## config.mk

```make
export PLATFORM = sky130hd
export DESIGN_NAME = tick_sched
export DESIGN_NICKNAME = d
export VERILOG_FILES = /design/src/rtl/tick_sched.sv
export SDC_FILE = /design/constraint.sdc
export NUM_CORES = 1
export LEC_CHECK = 0
export ABC_CLOCK_PERIOD_IN_PS = 6500
export CAP_MARGIN = 20
export CORE_MARGIN = 5
export CORE_UTILIZATION = 24
export CTS_CLUSTER_DIAMETER = 150
export DETAILED_ROUTE_END_ITERATION = 16
export GPL_TIMING_DRIVEN = 0
export PLACE_DENSITY = 0.4
export SYNTH_ARGS = -nofsm -noshare
export SYNTH_HDL_FRONTEND = slang
export SYNTH_SLANG_ARGS = --single-unit
```

## constraint.sdc

```tcl
create_clock -name clk -period 6.5 [get_ports clk]
set_input_delay 0.65 -clock clk [delete_from_list [all_inputs] [get_ports clk]]
set_output_delay 0.65 -clock clk [all_outputs]
set_load 0.01 [all_outputs]
```

## src/rtl/tick_sched.sv

```systemverilog
// Multi-channel programmable tick generator with a two-cycle configuration handshake.
// Each active channel emits a one-cycle pulse every div clocks; hold freezes all phases.
module tick_sched #(
    parameter int NCH  = 4,
    parameter int DIVW = 17,
    localparam int CHW = (NCH > 1) ? $clog2(NCH) : 1
) (
    input  logic            clk,
    input  logic            reset,
    input  logic            cfg_valid,
    output logic            cfg_ready,
    input  logic [CHW-1:0]  cfg_ch,
    input  logic [DIVW-1:0] cfg_div,
    input  logic            cfg_en,
    input  logic            hold,
    output logic [NCH-1:0]  tick,
    output logic [NCH-1:0]  active
);

    typedef enum logic {IDLE = 1'b0, APPLY = 1'b1} state_t;

    state_t          state_q;
    logic [CHW-1:0]  lch_q;
    logic [DIVW-1:0] ldiv_q;
    logic            len_q;

    logic [DIVW-1:0] count_q  [NCH];
    logic [DIVW-1:0] count_d  [NCH];
    logic [DIVW-1:0] reload_q [NCH];
    logic [DIVW-1:0] reload_d [NCH];
    logic [NCH-1:0]  active_q, active_d;
    logic [NCH-1:0]  tick_q, tick_d;

    logic [DIVW-1:0] div_m1;
    logic            apply_hit;

    assign cfg_ready = (state_q == IDLE);
    assign tick      = tick_q;
    assign active    = active_q;

    // A divide value of 0 behaves as 1, so the reload value is never below 0.
    assign div_m1    = (ldiv_q == '0) ? '0 : ldiv_q - DIVW'(1);
    assign apply_hit = (state_q == APPLY) && (int'(lch_q) < NCH);

    always_ff @(posedge clk) begin
        if (reset) begin
            state_q <= IDLE;
        end else begin
            case (state_q)
                IDLE:    if (cfg_valid) state_q <= APPLY;
                APPLY:   state_q <= IDLE;
                default: state_q <= IDLE;
            endcase
        end
    end

    always_ff @(posedge clk) begin
        if (state_q == IDLE && cfg_valid) begin
            lch_q  <= cfg_ch;
            ldiv_q <= cfg_div;
            len_q  <= cfg_en;
        end
    end

    // Reconfiguration of the addressed channel takes priority over its own reload.
    always_comb begin
        active_d = active_q;
        tick_d   = '0;
        for (int i = 0; i < NCH; i++) begin
            count_d[i]  = count_q[i];
            reload_d[i] = reload_q[i];
            if (apply_hit && int'(lch_q) == i) begin
                if (len_q) begin
                    count_d[i]  = div_m1;
                    reload_d[i] = div_m1;
                    active_d[i] = 1'b1;
                end else begin
                    active_d[i] = 1'b0;
                end
            end else if (active_q[i] && !hold) begin
                if (count_q[i] == '0) begin
                    count_d[i] = reload_q[i];
                    tick_d[i]  = 1'b1;
                end else begin
                    count_d[i] = count_q[i] - DIVW'(1);
                end
            end
        end
    end

    always_ff @(posedge clk) begin
        if (reset) begin
            active_q <= '0;
            tick_q   <= '0;
            for (int i = 0; i < NCH; i++) begin
                count_q[i]  <= '0;
                reload_q[i] <= '0;
            end
        end else begin
            active_q <= active_d;
            tick_q   <= tick_d;
            for (int i = 0; i < NCH; i++) begin
                count_q[i]  <= count_d[i];
                reload_q[i] <= reload_d[i];
            end
        end
    end

endmodule

```

==> impl_metrics.yaml <==
run_status:
  status: "complete, no violations"
critical_path:
  critPathLaunchType: "flop"
  worstPathMaxFanout: 10
  slowest_delay_ns: 0.66
  r2r_start: "ldiv_q[9]$_DFFE_PP_"
  regToRegEndpoint: "count_q[3][7]$_SDFFE_PP0P_"
  end_kind: "flop"
  r2r_slack_ns: 3.49
  setup.worst_path.class: "flop to flop"
  crit_arrival_ns: 3.29
  reg2reg_depth: 7
  crit_slowest_cell: "nor3_1"
  crit_required_ns: 6.78
  worstPathCellList: "nor3_1 -> nand2_1 -> nor2_1 -> clkbuf_1 -> nor2_1 -> nand2_1 -> a311oi_1"
power:
  irDropWorstVdd_mv: 0.168
  switching_power_mw: 0.879
  switching_share_pct: 32.5
  p_comb_share_pct: 21.6
  p_clk_share_pct: 38.1
  power.internal_mw: 1.82
  power_density_nw_per_um2: 267
  power_leakage_nw: 3.47
  pwr-share-seq_pct: 40.3
  p_total_mw: 2.70
min_path:
  worstHoldPathCells: 2
  hold_path_class: "flop to flop"
  min_to: "reload_q[1][1]$_SDFFE_PP0P_"
  hold_start: "reload_q[1][1]$_SDFFE_PP0P_"
cts:
  cts_made_buffers: 17
  post_cts_resized: 0
  cts_hold_buf: 0
  cts.sinks: 165
  clock_path_buffers: 2
  post_cts_buffers: 0
  clk_latency_ns: 0.44
  cts_root_buffer: "clkbuf_16"
  htree_num_levels: 4
  cts_tree: "yes"
  path_clk_slew_ns: 0.07
placed_design:
  gp_congestion: 0.842
  portBuffers: 31
  hpwl_mm: 23.7
  pre_cts_ws_ns: 3.43
global_routing:
  use_met1_pct: 23.0
  use_met2_pct: 26.7
  grt_max_degree: 19
  grt-ovfl-total: 0
  grt_pass1_wl_mm: 49.8
  antenna_found_initial: 0
  grt.total_usage_pct: 16.6
  busiest_layer: "met2"
  grt_pass1_vias: 8056
  met3_usage_pct: 2.96
yosys:
  ys_ff_latch: 165
  syn-num-nets: 1108
  synth_warnings: 0
  seq_area_frac_synth_pct: 40.9
  syn_area_sq_um: 8560
  synthArstFlopShare_pct: 0
  syn_inst: 1074
  ys.flop_type: "dfxtp_1"
  syn_area_per_cell_sq_um: 7.97
  synth_cell_types: 70
  synth_edf_count: 20
timing:
  fin_hold_ws_ns: 0.456
  slew_headroom_pct: 34.0
  period_share_pct: 46.4
  finalSetupTns_ns: 0
  fmaxAchievable_mhz: 332
  setup_ws_ns: 3.49
  setup_viol: 0
  post-route-min-period_ns: 3.01
  clock_skew_ns: 0.0159
  grt_setup_unrepaired: "no"
  tightestPinTransition_ns: 0.987
  final-hold-violation-count: 0
  final-max-slew-violation-count: 0
routing:
  wl_per_cell_um: 20.6
  wl_mm: 33.0
  num_vias: 8357
  first_pass_iters: 5
  routed_via_density: 5.20
  drt_iter0_drc: 554
  drc: 0
  ant_nets: 0
finish:
  layout-drive-gt1-share_pct: 6.55
  postLayoutCoreUtil_pct: 28.5
  final_nets: 1166
  antennaDiodeCount: 0
  areaGrowthSynthToFinish_pct: 18.1
run:
  cap_viol_max_count: 0
floorplan:
  die_x_um: 199
  start_util_pct: 24.2
  boundaryPins: 33
  core-area_sq_um: 35400
  rows: 69
  dieArea_sq_um: 39500
  dieHeight_um: 199
==> synth_stat cells, drive strengths merged (20+ instances only) <==
master	instances	share of area, %
nor3	44	2.6
nor4	21	2.0
o21ai	36	2.1
o211ai	31	2.7
clkbuf	64	2.8
xnor2	22	2.3
a21oi	99	5.8
nand2	180	7.9
edfxtp	20	7.0
xor2	31	3.2
o31ai	24	2.1
nor2	122	5.4
dfxtp	145	34
==> worst max path at each step <==
stage | start | to | slack [ns] | depth (start not counted)
6_report | ldiv_q[9]$_DFFE_PP_ | count_q[3][7]$_SDFFE_PP0P_ | 3.49 | 7
3_5_place_dp | ldiv_q[0]$_DFFE_PP_ | count_q[1][10]$_SDFFE_PP0P_ | 3.43 | 8
3_3_place_gp | ldiv_q[6]$_DFFE_PP_ | count_q[3][4]$_SDFFE_PP0P_ | 3.24 | 6
2_1_floorplan | ldiv_q[0]$_DFFE_PP_ | count_q[0][10]$_SDFFE_PP0P_ | 4.27 | 7
4_1_cts | ldiv_q[0]$_DFFE_PP_ | count_q[1][10]$_SDFFE_PP0P_ | 3.42 | 8
5_1_grt | lch_q[0]$_DFFE_PP_ | count_q[1][5]$_SDFFE_PP0P_ | 3.21 | 8
==> through the flow <==
step | std cells | cell area (sq um)
after CTS | 1606 | 10100
final | 1606 | 10100
after global routing | 1606 | 10100
after floorplan | 1074 | 8560
after global placement | 1566 | 9450
after detailed placement | 1574 | 9530
==> power by group through the flow <==
| stage | registers (mW) | clock network (mW) | logic [mW] |
|---|---|---|---|
| after global placement | 1.11 | 0 | 0.571 |
| after global routing | 1.09 | 1.10 | 0.638 |
| after detailed placement | 1.11 | 0 | 0.576 |
| after floorplan | 1.10 | 0 | 0.393 |
| after CTS | 1.09 | 1.05 | 0.579 |
| final | 1.09 | 1.03 | 0.584 |
==> state kept, by name, indices dropped and copies added, names as in the netlist <==
name       flops
count_q       68
reload_q      68
ldiv_q        17
active         4
tick           4
lch_q          2
apply_hit      1
len_q          1
==> metal layers <==
metal  share of wire, %  wire [um]  vias up
met3                4.3       1440       37
met2                 46      15100      213
met1                 48      15900     4093
li1                   -          -     4014
met4                1.9        613        0
met5                  0          0        -
==> layout by cell type, fill, tap and decap left out, types with 20 or more instances in the layout <==
| master | instances |
|---|---|
| edfxtp_1 | 20 |
| nor2_1 | 121 |
| xor2_1 | 31 |
| o31ai_1 | 24 |
| nand2_1 | 180 |
| dfxtp_1 | 145 |
| nor3_1 | 43 |
| clkdlybuf4s50_1 | 31 |
| clkbuf_1 | 64 |
| a21oi_1 | 99 |
| o21ai_0 | 29 |
| o211ai_1 | 31 |
| xnor2_1 | 22 |
==> kinds of logic after synthesis <==
| kind of cell | count (synthesis) | synth area share [%] |
|---|---|---|
| and+or+nand+nor | 466 | 25.8 |
| DFF | 165 | 40.9 |
| muxes | 3 | 0.380 |
| adders and majority gates | 10 | 1.46 |
| xor gates and xnor gates | 53 | 5.42 |
| AOI/OAI and AO/OA | 287 | 21.9 |
| buffers and inverters | 90 | 4.15 |
==> critical path, delay by kind of cell (launching register included) <==
family                 cells  cell delay, ns
flip-flops                 1            0.43
buffers and inverters      1            0.51
AO/OA/AOI/OAI              1            0.11
AND/OR/NAND/NOR            5            1.79
==> layout make-up <==
type / instances / area, sq um
inverters: 14 / 52.6
plain buffers: 76 / 303
clock buffers: 19 / 453
multi-input cells: 819 / 4710
clock inverters: 13 / 120
fillers: 3879 / 25300
flip-flops and latches: 165 / 3500
repair buffers: 39 / 390
well taps: 461 / 577
No activity file was read; power rests on OpenSTA's default activity.
==> RTL edit: new RTL, config.mk and constraints unchanged <==
The parameter `NCH` goes from 4 to 8.
--- a/src/rtl/tick_sched.sv
+++ b/src/rtl/tick_sched.sv
@@ -1,7 +1,7 @@
 // Multi-channel programmable tick generator with a two-cycle configuration handshake.
 // Each active channel emits a one-cycle pulse every div clocks; hold freezes all phases.
 module tick_sched #(
-    parameter int NCH  = 4,
+    parameter int NCH  = 8,
     parameter int DIVW = 17,
     localparam int CHW = (NCH > 1) ? $clog2(NCH) : 1
 ) (
Ports: changed (resized active, cfg_ch and tick); port bits go from 33 to 42. No check against the original RTL was run, so the function may have changed too.
==> RTL edit against the original RTL <==
- critical path depth increased by 2
- setup slack got worse by 0.82 ns
- synthesized area up 89%
- worst hold slack worse by 0.0051 ns
- total power increased by 90%
- wire length increased by 110%
- count of clock-buffer cells in the layout increased by 36
- first-iteration DRC count rose by 110%
- core utilization is 0.17 points higher
- clock skew is 0.0041 ns lower
- sequential cell count is 145 higher
- cell area increased by 90%
- highest routed layer unchanged
==> RTL edit: results (changes against the original RTL) <==
Parameter                              Value

Critical path
  WP data arrival ... 4.33 ns (was 3.29 ns)
  RR Endpoint ... count_q[0][65] (was count_q[3][7])
  Reg2Reg Depth ... 9 (was 7)
  Standard cell with the maximum stage delay on the critical path ... clkbuf_1 (was nor3_1)
  Delay of the slowest cell on the worst path ... 0.90 ns (was 0.66 ns)
  Critical Path End Type ... flop (unchanged)
  Reg2reg setup slack ... 2.66 ns (was 3.49 ns)
  Worst reg2reg path startpoint ... ldiv_q[0] (was ldiv_q[9])

Placement
  Area after detailed placement ... 17900 um^2 (was 9530 um^2)
  Post-placement setup slack ... 2.60 ns (was 3.43 ns)
  Buffers on Ports ... 41 (was 31)
  Detailed placement HPWL ... 50.0 mm (was 23.7 mm)
  Gpl congestion ... 0.855 (was 0.842)

Detailed routing
  Final wirelength ... 69.3 mm (was 33.0 mm)
  Number of vias in the routed layout ... 15700 (was 8357)
  Per-cell via count in the routed design ... 5.17 (was 5.20)
  Starting DRT DRC Count ... 1180 (was 554)

Power and ir drop
  Post-route total power ... 5130 uW (was 2700 uW)
  Highest ir drop seen on vdd ... 0.000138 V (was 0.000168 V)
  Switching fraction of total power ... 29.3% (was 32.5%)
  Sequential Power Share ... 38.8% (was 40.3%)
  Combinational share of power ... 17.1% (was 21.6%)
  Static leakage ... 0.00687 uW (was 0.00347 uW)

Final layout
  Share of cells above drive strength 1 ... 7.89% (was 6.55%)
  Antenna fix cells ... 0 (unchanged)
  Registers with the most flip-flops ... count_q x136, reload_q x136, ldiv_q x17 (was count_q x68, reload_q x68, ldiv_q x17)
  # nets final ... 2170 (was 1166)

Logic synthesis
  Proportion of synthesized chip area in sequential cells ... 39.8% (was 40.9%)
  Cells after Synth ... 2024 (was 1074)
  Synth cell count leaders ... nand2_1, dfxtp_1, nor2_1 (unchanged)
  Synth unique cells ... 84 (was 70)
  Number of nets produced by synthesis ... 2067 (was 1108)
  Number of enable-type register cells in the synthesized netlist ... 21 (was 20)
  Leading cell types by total area after synthesis ... dfxtp_1, a21oi_1, nand2_1 (was dfxtp_1, nand2_1, edfxtp_1)

Global route
  Via count of the first global-routing pass ... 15000 (was 8056)
  Antenna violations before repair ... 5 (was 0)
  Global router's overall resource usage ... 18.4% (was 16.6%)
  Wire length of the first global-routing pass ... 102 mm (was 49.8 mm)

STA
  Slew of the pin with the lowest slew margin ... 1.14 ns (was 0.987 ns)
  Clock tree skew after final layout ... 0.0117 ns (was 0.0159 ns)
  Final clock period utilization by the worst path ... 59.0% (was 46.4%)
  Worst hold slack ... 0.451 ns (was 0.456 ns)

Clocking
  Number of clock buffers inserted by TritonCTS ... 39 (was 17)
  Htree depth ... 2 (was 4)
  Clock insertion delay at the later pin of the skew report ... 0.56 ns (was 0.44 ns)
  Number of buffers between clock root and the deepest sink ... 3 (was 2)

Worst hold path
  Worst Min Path Start ... reload_q[1][24] (was reload_q[1][1])
  Sink of the worst hold path ... reload_q[1][24] (was reload_q[1][1])

Outcome
  Result of the run ... finished, final reports clean (unchanged)
## RTL edit: area by class of cell
cell class	count	area, um^2
plain buffers	154	692
clock buffers	55	1130
clock inverters	13	166
fillers	7199	47700
inverters	25	93.8
multi-input cells	1535	8950
flip-flops and latches	310	6420
well taps	873	1090
repair buffers	62	676
## RTL edit: cells by family after synthesis
| group | after synthesis | synth area share [%] |
|---|---|---|
| muxes | 20 | 1.24 |
| xor gates and xnor gates | 99 | 5.37 |
| and+or+nand+nor | 806 | 23.9 |
| buffers and inverters | 179 | 4.87 |
| AOI/OAI and AO/OA | 592 | 23.5 |
| DFF | 310 | 39.8 |
| adders and majority gates | 18 | 1.40 |
## RTL edit: tightest hold or removal path, cell delays in order, from the launching register on
cell and delay [ns]:
dfxtp_1 0.30, nand2_1 0.05, a21oi_1 0.05
## RTL edit: layer usage
layer	global-route usage, %	part of all wire (%)	up-vias
met5	0	0	-
met4	4.40	2.4	0
met3	2.78	5.7	84
met2	29.3	44	485
met1	26.3	48	7596
li1	-	-	7490
